**config.mk**
```make
export PLATFORM = sky130hd
export DESIGN_NAME = frame_ingest_scheduler_flat
export DESIGN_NICKNAME = d
export VERILOG_FILES = /design/src/rtl/frame_ingest_scheduler_if.sv /design/src/rtl/frame_ingest_scheduler.sv /design/src/flat_wrapper.sv
export SDC_FILE = /design/constraint.sdc
export NUM_CORES = 1
export LEC_CHECK = 0
export ABC_AREA = 1
export CAP_MARGIN = 10
export CORE_MARGIN = 10
export CORE_UTILIZATION = 57
export DETAILED_ROUTE_END_ITERATION = 8
export PLACE_DENSITY = 0.8
export SKIP_LAST_GASP = 1
export SYNTH_ARGS = -nofsm -noshare
export SYNTH_HDL_FRONTEND = slang
export SYNTH_SLANG_ARGS = --single-unit
```
**constraint.sdc**
```tcl
create_clock -name clk -period 2.6 [get_ports clk]
set_input_delay 0.26 -clock clk [delete_from_list [all_inputs] [get_ports clk]]
set_output_delay 0.26 -clock clk [all_outputs]
set_load 0.01 [all_outputs]
```
**src/rtl/frame_ingest_scheduler_if.sv**
```systemverilog
// Signal bundle between the pixel write path / host side and the frame ingest scheduler.
// The master side drives pixel, result and host pulses; the slave side (the scheduler) drives status.
interface frame_ingest_scheduler_if #(
    parameter int FIFO_CNT_W = 11
);
    logic                  pix_valid;
    logic                  pix_first;
    logic [FIFO_CNT_W-1:0] in_fifo_count;
    logic                  out_valid;
    logic                  sw_abort;
    logic                  irq_clr;
    logic                  err_clr;
    logic                  net_start;
    logic                  net_abort;
    logic                  fifo_rd_gate;
    logic                  busy;
    logic                  irq;
    logic [15:0]           frame_cnt;
    logic                  err_overflow;
    logic                  err_sync;

    modport master (
        output pix_valid, pix_first, in_fifo_count, out_valid, sw_abort, irq_clr, err_clr,
        input  net_start, net_abort, fifo_rd_gate, busy, irq, frame_cnt, err_overflow, err_sync
    );

    modport slave (
        input  pix_valid, pix_first, in_fifo_count, out_valid, sw_abort, irq_clr, err_clr,
        output net_start, net_abort, fifo_rd_gate, busy, irq, frame_cnt, err_overflow, err_sync
    );
endinterface

```
**src/rtl/frame_ingest_scheduler.sv**
```systemverilog
// Frame-level sequencer: counts buffered pixels, launches the CNN, gates FIFO reads,
// counts result words, raises the frame-done interrupt and keeps sticky protocol error flags.
module frame_ingest_scheduler #(
    parameter int IN_WIDTH     = 512,
    parameter int IN_HEIGHT    = 256,
    parameter int START_THRESH = 512,
    parameter int FIFO_DEPTH   = 1024,
    parameter int OUT_WORDS    = 8192,
    parameter int FIFO_CNT_W   = 11
) (
    input  logic                    clk,
    input  logic                    rst_n,
    frame_ingest_scheduler_if.slave bus_if
);
    localparam int FRAME_PIX = IN_WIDTH * IN_HEIGHT;
    localparam int PIX_W     = $clog2(FRAME_PIX + 1);
    localparam int OUT_W     = $clog2(OUT_WORDS + 1);
    localparam logic [PIX_W-1:0]      PIX_LAST  = PIX_W'(FRAME_PIX);
    localparam logic [PIX_W-1:0]      PIX_THR   = PIX_W'(START_THRESH);
    localparam logic [PIX_W-1:0]      PIX_ONE   = PIX_W'(1);
    localparam logic [OUT_W-1:0]      OUT_LAST  = OUT_W'(OUT_WORDS);
    localparam logic [FIFO_CNT_W-1:0] FIFO_FULL = FIFO_CNT_W'(FIFO_DEPTH);

    typedef enum logic [2:0] {
        S_IDLE     = 3'd0,
        S_FILL     = 3'd1,
        S_RUN      = 3'd2,
        S_WAIT_OUT = 3'd3,
        S_DONE     = 3'd4
    } state_e;

    state_e           state_q, state_d;
    logic [PIX_W-1:0] pix_cnt_q, pix_cnt_d;
    logic [OUT_W-1:0] out_cnt_q, out_cnt_d;
    logic             net_start_q, net_start_d, net_abort_q, net_abort_d;
    logic             rd_gate_q, rd_gate_d, busy_q, busy_d, irq_q, irq_d;
    logic [15:0]      frame_cnt_q, frame_cnt_d;
    logic             err_ovf_q, err_ovf_d, err_sync_q, err_sync_d;

    logic             restart_s, sync_ev_s, ovf_ev_s, out_hit_s;
    logic [PIX_W-1:0] pix_inc_s, pix_sat_s;
    logic [OUT_W-1:0] out_inc_s;

    // Next-state, pixel/result counters and protocol-violation detection.
    always_comb begin
        state_d   = state_q;
        pix_cnt_d = pix_cnt_q;
        out_cnt_d = out_cnt_q;
        sync_ev_s = 1'b0;
        pix_inc_s = pix_cnt_q + {{(PIX_W-1){1'b0}}, bus_if.pix_valid};
        out_inc_s = out_cnt_q + {{(OUT_W-1){1'b0}}, bus_if.out_valid};
        // A full pixel count never wraps; a full result count stops counting.
        pix_sat_s = (pix_cnt_q == PIX_LAST) ? pix_cnt_q : pix_inc_s;
        out_hit_s = bus_if.out_valid && (out_cnt_q != OUT_LAST) && (out_inc_s == OUT_LAST);
        restart_s = bus_if.pix_valid && bus_if.pix_first &&
                    ((state_q == S_FILL) || (state_q == S_RUN));
        if (bus_if.sw_abort) begin
            state_d   = S_IDLE;
            pix_cnt_d = '0;
            out_cnt_d = '0;
        end else if (restart_s) begin
            sync_ev_s = 1'b1;
            state_d   = S_FILL;
            pix_cnt_d = PIX_ONE;
            out_cnt_d = '0;
        end else begin
            case (state_q)
                S_IDLE: begin
                    sync_ev_s = (bus_if.pix_valid && !bus_if.pix_first) || bus_if.out_valid;
                    if (bus_if.pix_valid && bus_if.pix_first) begin
                        state_d   = S_FILL;
                        pix_cnt_d = PIX_ONE;
                    end else begin
                        state_d   = S_IDLE;
                    end
                end
                S_FILL: begin
                    sync_ev_s = bus_if.out_valid;
                    pix_cnt_d = pix_inc_s;
                    if ((pix_inc_s >= PIX_THR) || (pix_inc_s == PIX_LAST)) begin
                        state_d = S_RUN;
                    end else begin
                        state_d = S_FILL;
                    end
                end
                S_RUN: begin
                    pix_cnt_d = pix_sat_s;
                    if (bus_if.out_valid && (out_cnt_q != OUT_LAST)) begin
                        out_cnt_d = out_inc_s;
                    end else begin
                        out_cnt_d = out_cnt_q;
                    end
                    sync_ev_s = (bus_if.pix_valid && (pix_cnt_q == PIX_LAST)) ||
                                (out_hit_s && (pix_sat_s != PIX_LAST));
                    state_d   = (pix_sat_s == PIX_LAST) ? S_WAIT_OUT : S_RUN;
                end
                S_WAIT_OUT: begin
                    sync_ev_s = bus_if.pix_valid;
                    if (bus_if.out_valid && (out_cnt_q != OUT_LAST)) begin
                        out_cnt_d = out_inc_s;
                    end else begin
                        out_cnt_d = out_cnt_q;
                    end
                    state_d = (out_cnt_d == OUT_LAST) ? S_DONE : S_WAIT_OUT;
                end
                S_DONE: begin
                    sync_ev_s = bus_if.pix_valid;
                    state_d   = S_IDLE;
                    pix_cnt_d = '0;
                    out_cnt_d = '0;
                end
                default: begin
                    state_d   = S_IDLE;
                    pix_cnt_d = '0;
                    out_cnt_d = '0;
                end
            endcase
        end
    end

    // Next values of the registered outputs, derived from the state transition.
    always_comb begin
        net_start_d = 1'b0;
        net_abort_d = 1'b0;
        ovf_ev_s    = !bus_if.sw_abort && bus_if.pix_valid && (bus_if.in_fifo_count == FIFO_FULL);
        // The network only needs flushing once it has been started on this frame.
        if (bus_if.sw_abort) begin
            net_abort_d = (state_q == S_RUN) || (state_q == S_WAIT_OUT) || (state_q == S_DONE);
        end else if (restart_s) begin
            net_abort_d = (state_q == S_RUN);
        end else begin
            net_start_d = (state_d == S_RUN) && (state_q != S_RUN);
        end
        rd_gate_d = (state_d == S_RUN) || (state_d == S_WAIT_OUT);
        busy_d    = (state_d != S_IDLE);
        if ((state_q == S_DONE) && !bus_if.sw_abort) begin
            irq_d       = 1'b1;
            frame_cnt_d = frame_cnt_q + 16'd1;
        end else begin
            irq_d       = bus_if.irq_clr ? 1'b0 : irq_q;
            frame_cnt_d = frame_cnt_q;
        end
        if (ovf_ev_s) begin
            err_ovf_d = 1'b1;
        end else begin
            err_ovf_d = bus_if.err_clr ? 1'b0 : err_ovf_q;
        end
        if (sync_ev_s) begin
            err_sync_d = 1'b1;
        end else begin
            err_sync_d = bus_if.err_clr ? 1'b0 : err_sync_q;
        end
    end

    // State, counters and all outputs registered with asynchronous reset.
    always_ff @(posedge clk or negedge rst_n) begin
        if (!rst_n) begin
            state_q     <= S_IDLE;
            pix_cnt_q   <= '0;
            out_cnt_q   <= '0;
            net_start_q <= 1'b0;
            net_abort_q <= 1'b0;
            rd_gate_q   <= 1'b0;
            busy_q      <= 1'b0;
            irq_q       <= 1'b0;
            frame_cnt_q <= 16'd0;
            err_ovf_q   <= 1'b0;
            err_sync_q  <= 1'b0;
        end else begin
            state_q     <= state_d;
            pix_cnt_q   <= pix_cnt_d;
            out_cnt_q   <= out_cnt_d;
            net_start_q <= net_start_d;
            net_abort_q <= net_abort_d;
            rd_gate_q   <= rd_gate_d;
            busy_q      <= busy_d;
            irq_q       <= irq_d;
            frame_cnt_q <= frame_cnt_d;
            err_ovf_q   <= err_ovf_d;
            err_sync_q  <= err_sync_d;
        end
    end

    assign bus_if.net_start    = net_start_q;
    assign bus_if.net_abort    = net_abort_q;
    assign bus_if.fifo_rd_gate = rd_gate_q;
    assign bus_if.busy         = busy_q;
    assign bus_if.irq          = irq_q;
    assign bus_if.frame_cnt    = frame_cnt_q;
    assign bus_if.err_overflow = err_ovf_q;
    assign bus_if.err_sync     = err_sync_q;
endmodule

```
**src/flat_wrapper.sv**
```systemverilog
// flat-port wrapper written by rule: the top's interface ports become plain ports
module frame_ingest_scheduler_flat 
#(
    parameter int IN_WIDTH     = 512,
    parameter int IN_HEIGHT    = 256,
    parameter int START_THRESH = 512,
    parameter int FIFO_DEPTH   = 1024,
    parameter int OUT_WORDS    = 8192,
    parameter int FIFO_CNT_W   = 11
)
  (clk, rst_n, bus_if_pix_valid, bus_if_pix_first, bus_if_in_fifo_count, bus_if_out_valid, bus_if_sw_abort, bus_if_irq_clr, bus_if_err_clr, bus_if_net_start, bus_if_net_abort, bus_if_fifo_rd_gate, bus_if_busy, bus_if_irq, bus_if_frame_cnt, bus_if_err_overflow, bus_if_err_sync);
  frame_ingest_scheduler_if #(.FIFO_CNT_W(FIFO_CNT_W)) bus_if_i ();
  input  logic clk;
  input  logic rst_n;
  input wire logic [$bits(bus_if_i.pix_valid)-1:0] bus_if_pix_valid;
  input wire logic [$bits(bus_if_i.pix_first)-1:0] bus_if_pix_first;
  input wire logic [$bits(bus_if_i.in_fifo_count)-1:0] bus_if_in_fifo_count;
  input wire logic [$bits(bus_if_i.out_valid)-1:0] bus_if_out_valid;
  input wire logic [$bits(bus_if_i.sw_abort)-1:0] bus_if_sw_abort;
  input wire logic [$bits(bus_if_i.irq_clr)-1:0] bus_if_irq_clr;
  input wire logic [$bits(bus_if_i.err_clr)-1:0] bus_if_err_clr;
  output wire logic [$bits(bus_if_i.net_start)-1:0] bus_if_net_start;
  output wire logic [$bits(bus_if_i.net_abort)-1:0] bus_if_net_abort;
  output wire logic [$bits(bus_if_i.fifo_rd_gate)-1:0] bus_if_fifo_rd_gate;
  output wire logic [$bits(bus_if_i.busy)-1:0] bus_if_busy;
  output wire logic [$bits(bus_if_i.irq)-1:0] bus_if_irq;
  output wire logic [$bits(bus_if_i.frame_cnt)-1:0] bus_if_frame_cnt;
  output wire logic [$bits(bus_if_i.err_overflow)-1:0] bus_if_err_overflow;
  output wire logic [$bits(bus_if_i.err_sync)-1:0] bus_if_err_sync;
  assign bus_if_i.pix_valid = bus_if_pix_valid;
  assign bus_if_i.pix_first = bus_if_pix_first;
  assign bus_if_i.in_fifo_count = bus_if_in_fifo_count;
  assign bus_if_i.out_valid = bus_if_out_valid;
  assign bus_if_i.sw_abort = bus_if_sw_abort;
  assign bus_if_i.irq_clr = bus_if_irq_clr;
  assign bus_if_i.err_clr = bus_if_err_clr;
  assign bus_if_net_start = bus_if_i.net_start;
  assign bus_if_net_abort = bus_if_i.net_abort;
  assign bus_if_fifo_rd_gate = bus_if_i.fifo_rd_gate;
  assign bus_if_busy = bus_if_i.busy;
  assign bus_if_irq = bus_if_i.irq;
  assign bus_if_frame_cnt = bus_if_i.frame_cnt;
  assign bus_if_err_overflow = bus_if_i.err_overflow;
  assign bus_if_err_sync = bus_if_i.err_sync;
  frame_ingest_scheduler #(.IN_WIDTH(IN_WIDTH), .IN_HEIGHT(IN_HEIGHT), .START_THRESH(START_THRESH), .FIFO_DEPTH(FIFO_DEPTH), .OUT_WORDS(OUT_WORDS), .FIFO_CNT_W(FIFO_CNT_W)) u_core (.clk(clk), .rst_n(rst_n), .bus_if(bus_if_i));
endmodule
```
==> flow_summary.ini, run 1 <==
[timing]
rsz0062_at_grt = no
final.setup_skew_ns = 0.0122
maxClockFrequency_mhz = 427
drv_slew = 0
slew-limit-headroom = 0.508
finalSetupViolCount = 0
min_period_ns = 2.34
final_hold_viol_count = 0
period_share = 0.901
timing.hold.ws_ns = 0.0445
tightest_slew_ns = 0.738

[cells_and_area]
fillers = 606
nets = 653
seq_area_um2 = 1450
drive_gt1_frac = 0.0915
stdcell_count = 714
multi_input_area_um2 = 2180
diodes = 0
final_util = 0.696
syn2layout_area_growth_pct = 19.8

[drt]
dr.first_iter.drc_count = 243
dr.pass1.iters = 4
vias_per_cell = 5.47
routedWlPerCell_um = 14.5
ant_nets = 0
vias = 3905
drc = 0
drt-total-wl_mm = 10.3

[yosys]
synth.net_count = 592
synth_commonest_cells = nand2_1 (162), nor2_1 (80), inv_1 (66)
ys_seq_area_frac = 0.370
syn_area_um2 = 3920
synthTopCellsByArea = dfrtp_1 (37%), nand2_1 (16%), nor2_1 (7.7%)
synth-edff-count = 0
synth_cell_types = 37
yosys_register_bits = 58
synthArstFlopShare = 1.00
syn_avg_cell_area_um2 = 6.91
synth_top_area_cell = dfrtp_1
yosysMostFrequentCell = nand2_1
yosysWarnings = 0
synth_top_cell_area_share = 0.370
synth_ff_type = dfrtp_1
syn_inst = 568

[clocking]
numCtsBuffers = 9
cts_setup_buffers = 0
cts_root_buf = clkbuf_8
cts.sinks = 58
path_clk_slew_ns = 0.07
htree_num_levels = 3
cts_hold_buf = 0
clk_latency_ns = 0.34
cts_tree = done
clockBufferDepth = 2

[setup_path]
worstPathRequired_ns = 2.83
worst-setup-path-type = register to register
crit_arrival_ns = 2.58
path_max_fanout = 5
start_kind = register
crit_path_end_kind = register

[global_route]
antenna_found_initial = 0
grtUsageTotal = 0.209
grt_max_degree = 59
grt_pass1_vias = 3904
grt_first_pass_wirelength_mm = 17.7
overflow = 0

[run_status]
run_status = finished clean

[power_and_ir_drop]
power.total_uw = 1860
p_leak_uw = 0.00228
power_density_nw_per_um2 = 395
peakVddDrop_mv = 0.287

[placed_design]
dp_hpwl_mm = 7.93
portBuffers = 41
gp_congestion = 0.943
placed_cells = 698

[hold_path]
hold_class = input port to async pin

[floorplanning]
die-height_um = 103
design.core.area_um2 = 6760
die_area_um2 = 10600
initial_utilization = 0.581
die_w_um = 103
rows = 30
io_pins = 42

[run]
drv_cap = 0
-- area by class of cell --
class,count,share of cell area
clock buffers,10,0.0293
inverters,69,0.0551
flip-flops and latches,58,0.309
clock inverters,6,0.00905
well taps,80,0.0213
repair buffers,58,0.113
multi-input cells,433,0.463
-- state kept, by name, indices dropped and copies added, names as in the netlist --
signal / count
u_core.bus_if.busy: 1
u_core.bus_if.net_abort: 1
u_core.pix_cnt_q: 18
u_core.bus_if.err_overflow: 1
u_core.bus_if.fifo_rd_gate: 1
u_core.bus_if.frame_cnt: 16
u_core.bus_if.net_start: 1
u_core.bus_if.err_sync: 1
u_core.out_cnt_q: 14
u_core.bus_if.irq: 1
u_core.state_q: 3
-- metal layers --
| layer | vias to the layer above | track usage | share of wire |
|---|---|---|---|
| li1 | 1960 | - | - |
| met1 | 1794 | 0.252 | 0.42 |
| met2 | 122 | 0.344 | 0.48 |
| met3 | 29 | 0.0429 | 0.058 |
| met4 | 0 | 0.108 | 0.034 |
| met5 | - | 0 | 0 |
-- timing repair --
| action | CTS | global route |
|---|---|---|
| endpoints found under the hold margin | 0 | 0 |
| setup endpoints to repair | 0 | 5 |
| resized for setup | 0 | 2 |
-- critical path, cell delays in order (launching register included) --
cell	delay [ns]
dfrtp_1	0.42
ha_1	0.23
ha_1	0.21
nand3_1	0.14
inv_1	0.12
nand2_2	0.11
nor2_1	0.04
nand2_1	0.06
nand2_1	0.07
nor2_1	0.16
nand2_1	0.08
nor2_1	0.12
nand2_1	0.08
a21oi_2	0.14
nand2_1	0.09
a21oi_1	0.12
nand2_1	0.06
-- where the power goes --
| group | switching, uW | internal (uW) |
|---|---|---|
| registers | 7.91 | 909 |
| logic | 112 | 72.2 |
| clock network | 384 | 371 |
| total | 503 | 1350 |
-- through the flow --
step / setup TNS [ns] / area [um2] / setup slack [ns]
2_1_floorplan: 0 / 3920 / 0.563
3_3_place_gp: -0.0216 / 4510 / -0.0216
3_5_place_dp: -0.219 / 4510 / -0.0631
4_1_cts: 0 / 4690 / 0.224
5_1_grt: 0 / 4700 / 0.00928
6_report: 0 / 4700 / 0.256
-- placed cells by master (no fill, tap or decap), drive strengths merged --
master         instances
a211oi                 1
a21oi                  7
a221oi                 1
buf                   18
clkbuf                10
clkdlybuf4s50         40
clkinv                 5
clkinvlp               2
dfrtp                 58
ha                     5
inv                   68
nand2                167
nand3                 60
nand3b                 3
nand4                  8
nor2                  88
nor3                  10
nor3b                  3
nor4                   2
o211ai                 1
o21ai                 35
o22ai                 14
o31ai                  1
o32ai                  1
or2                    1
xnor2                  6
xor2                  19
-- path summary, 6_finish.rpt --
kind	from	end	slack, ns	depth (start not counted)
max	u_core.pix_cnt_q[0]$_DFFE_PN0P_	u_core.bus_if.busy$_DFF_PN0_	0.26	16
min reg2reg	u_core.bus_if.frame_cnt[15]$_DFFE_PN0P_	u_core.bus_if.frame_cnt[15]$_DFFE_PN0P_	0.48	1
max in group asynchronous	rst_n	u_core.bus_if.err_overflow$_DFFE_PN0P_	2.04	2
min	rst_n	u_core.out_cnt_q[2]$_DFFE_PN0P_	0.04	2
max reg2reg	u_core.pix_cnt_q[0]$_DFFE_PN0P_	u_core.bus_if.busy$_DFF_PN0_	0.26	16
min in group clk	bus_if_irq_clr	u_core.bus_if.irq$_DFFE_PN0P_	0.48	2
-- logic make-up after synthesis --
family | synth area share
buf+inv | 0.0766
xor+xnor | 0.0558
simple gates | 0.394
compound gates | 0.0880
flops | 0.370
fa+ha+maj | 0.0159
(Power assumes the default switching activity.)
==> inputs of run 2 (changes only) <==
--- a/config.mk
+++ b/config.mk
@@ -10,6 +10,7 @@
 export CORE_MARGIN = 10
 export CORE_UTILIZATION = 57
 export DETAILED_ROUTE_END_ITERATION = 8
+export GPL_ROUTABILITY_DRIVEN = 0
 export PLACE_DENSITY = 0.8
 export SKIP_LAST_GASP = 1
 export SYNTH_ARGS = -nofsm -noshare
==> flow_summary.ini, run 2 (synthesized netlist as in run 1, its figures left out) <==
[timing]
final_hold_viol_count = 0
tightest_slew_ns = 0.438
maxClockFrequency_mhz = 418
slew-limit-headroom = 0.708
rsz0062_at_grt = no
min_period_ns = 2.39
period_share = 0.921
drv_slew = 0
final.setup_skew_ns = 0.0118
finalSetupViolCount = 0

[setup_path]
r2r_cells = 15
worst-setup-path-type = register to register
start_kind = register
ff2ff_setup_slack_ns = 0.21
path_max_fanout = 5
crit_path_end_kind = register
r2r_end = u_core.bus_if.busy$_DFF_PN0_
worstSetupStartpoint = u_core.pix_cnt_q[0]$_DFFE_PN0P_
crit_arrival_ns = 2.62
endpoint = u_core.bus_if.busy$_DFF_PN0_
worstPathRequired_ns = 2.83
regToRegStartpoint = u_core.pix_cnt_q[0]$_DFFE_PN0P_

[drt]
top_layer_used = met4
ant_nets = 0
dr.first_iter.drc_count = 226
dr.pass1.iters = 5
drc = 0
wl_met3_um = 718
wl_met1_mm = 4.22
vias_per_cell = 5.55
vias = 3987
wl_met2_mm = 5.01
routedWlPerCell_um = 14.2
drt-total-wl_mm = 10.2

[cells_and_area]
largest_register_ffs = 18
fillers = 558
regMostFlops = u_core.pix_cnt_q
design_area_um2 = 4730
final_cell_mix = nand2_1 (161), nor2_1 (78), inv_1 (66)
final_common_cell = nand2_1
nets = 657
syn2layout_area_growth_pct = 20.6
diodes = 0
drive_gt1_frac = 0.0972
seq_area_um2 = 1450
multi_input_area_um2 = 2180

[floorplanning]
die-height_um = 103
initial_utilization = 0.581
io_pins = 42
die_area_um2 = 10600
design.core.area_um2 = 6760
rows = 30
die_w_um = 103

[power_and_ir_drop]
peakVddDrop_mv = 0.340
power.total_uw = 1830
power_density_nw_per_um2 = 387
p_leak_uw = 0.00230

[clocking]
cts_tree = done
clk_latency_ns = 0.34
cts_root_buf = clkbuf_8
path_clk_slew_ns = 0.07
clockBufferDepth = 2
cts.sinks = 58
numCtsBuffers = 9
htree_num_levels = 3

[placed_design]
dpl-instance-area_um2 = 4540
portBuffers = 41
dp_hpwl_mm = 7.91

[global_route]
grtUsageTotal = 0.206
antenna_found_initial = 0
grt_max_degree = 28
overflow = 0
grt_first_pass_wirelength_mm = 17.5
grt_pass1_vias = 3959

[hold_path]
hold_class = input port to async pin

[run_status]
run_status = finished clean

[run]
drv_cap = 0
## run 2: per-stage QoR
step	hold WS [ns]	TNS, ns	cells	util	worst slack (ns)
floorplan	-0.0356	0	568	-	0.563
global placement	0.228	0	701	0.671	0.0327
detailed placement	0.226	-0.398	701	0.671	-0.111
CTS	0.395	0	718	0.698	0.178
global route	0.429	0	718	0.700	0.0123
finish	0.395	0	718	0.700	0.206
## run 2: cell type report
type,count,share of cell area
flip-flops and latches,58,0.307
clock buffers,11,0.0299
repair buffers,62,0.120
clock inverters,5,0.00635
multi-input cells,433,0.461
inverters,69,0.0548
well taps,80,0.0212
## run 2: routing by layer
metal  up-vias  track usage
met5         -            0
met4         0       0.0888
met3        27       0.0563
met2       131        0.356
met1      1863        0.233
li1       1966            -
## run 2: critical path, stage by stage (launching register included)
cell and delay [ns]:
dfrtp_1 0.43, ha_1 0.23, ha_1 0.20, nand3_1 0.14, inv_1 0.18, nand3b_1 0.09
nand2_1 0.09, nand2_1 0.07, nor2_1 0.14, nand2_1 0.07, nor2_1 0.13, nand2_1 0.08
a21oi_2 0.15, nand2_1 0.09, a21oi_1 0.12, nand2_1 0.06
## run 2: worst min path at each step
stage                                      end  startpoint  cells after the start
6_report       u_core.out_cnt_q[3]$_DFFE_PN0P_       rst_n                      2
5_1_grt        u_core.out_cnt_q[6]$_DFFE_PN0P_       rst_n                      2
4_1_cts        u_core.out_cnt_q[6]$_DFFE_PN0P_       rst_n                      2
3_5_place_dp   u_core.out_cnt_q[2]$_DFFE_PN0P_       rst_n                      1
3_3_place_gp   u_core.out_cnt_q[2]$_DFFE_PN0P_       rst_n                      1
2_1_floorplan     u_core.bus_if.busy$_DFF_PN0_       rst_n                      0
## run 2: where the power goes
group / leakage, uW / total, uW / internal [uW] / switching, uW
clock: 0.0000851 / 723 / 366 / 357
sequential: 0.000795 / 919 / 910 / 8.88
combinational: 0.00142 / 187 / 75.3 / 112
## run 2: what timing repair did
item,in CTS,in global routing
setup buffers,0,0
gates resized for setup,0,4
hold buffers,1,0
endpoints found under the setup margin,0,4
hold endpoints to repair,16,0
==> inputs of run 3 (changes only) <==
--- a/config.mk
+++ b/config.mk
@@ -6,13 +6,13 @@
 export NUM_CORES = 1
 export LEC_CHECK = 0
 export ABC_AREA = 1
-export CAP_MARGIN = 10
 export CORE_MARGIN = 10
 export CORE_UTILIZATION = 57
 export DETAILED_ROUTE_END_ITERATION = 8
 export GPL_ROUTABILITY_DRIVEN = 0
 export PLACE_DENSITY = 0.8
 export SKIP_LAST_GASP = 1
+export SLEW_MARGIN = 10
 export SYNTH_ARGS = -nofsm -noshare
 export SYNTH_HDL_FRONTEND = slang
 export SYNTH_SLANG_ARGS = --single-unit
==> results of run 3 <==
Final layout, timing and power as in run 2 (identical DEF).
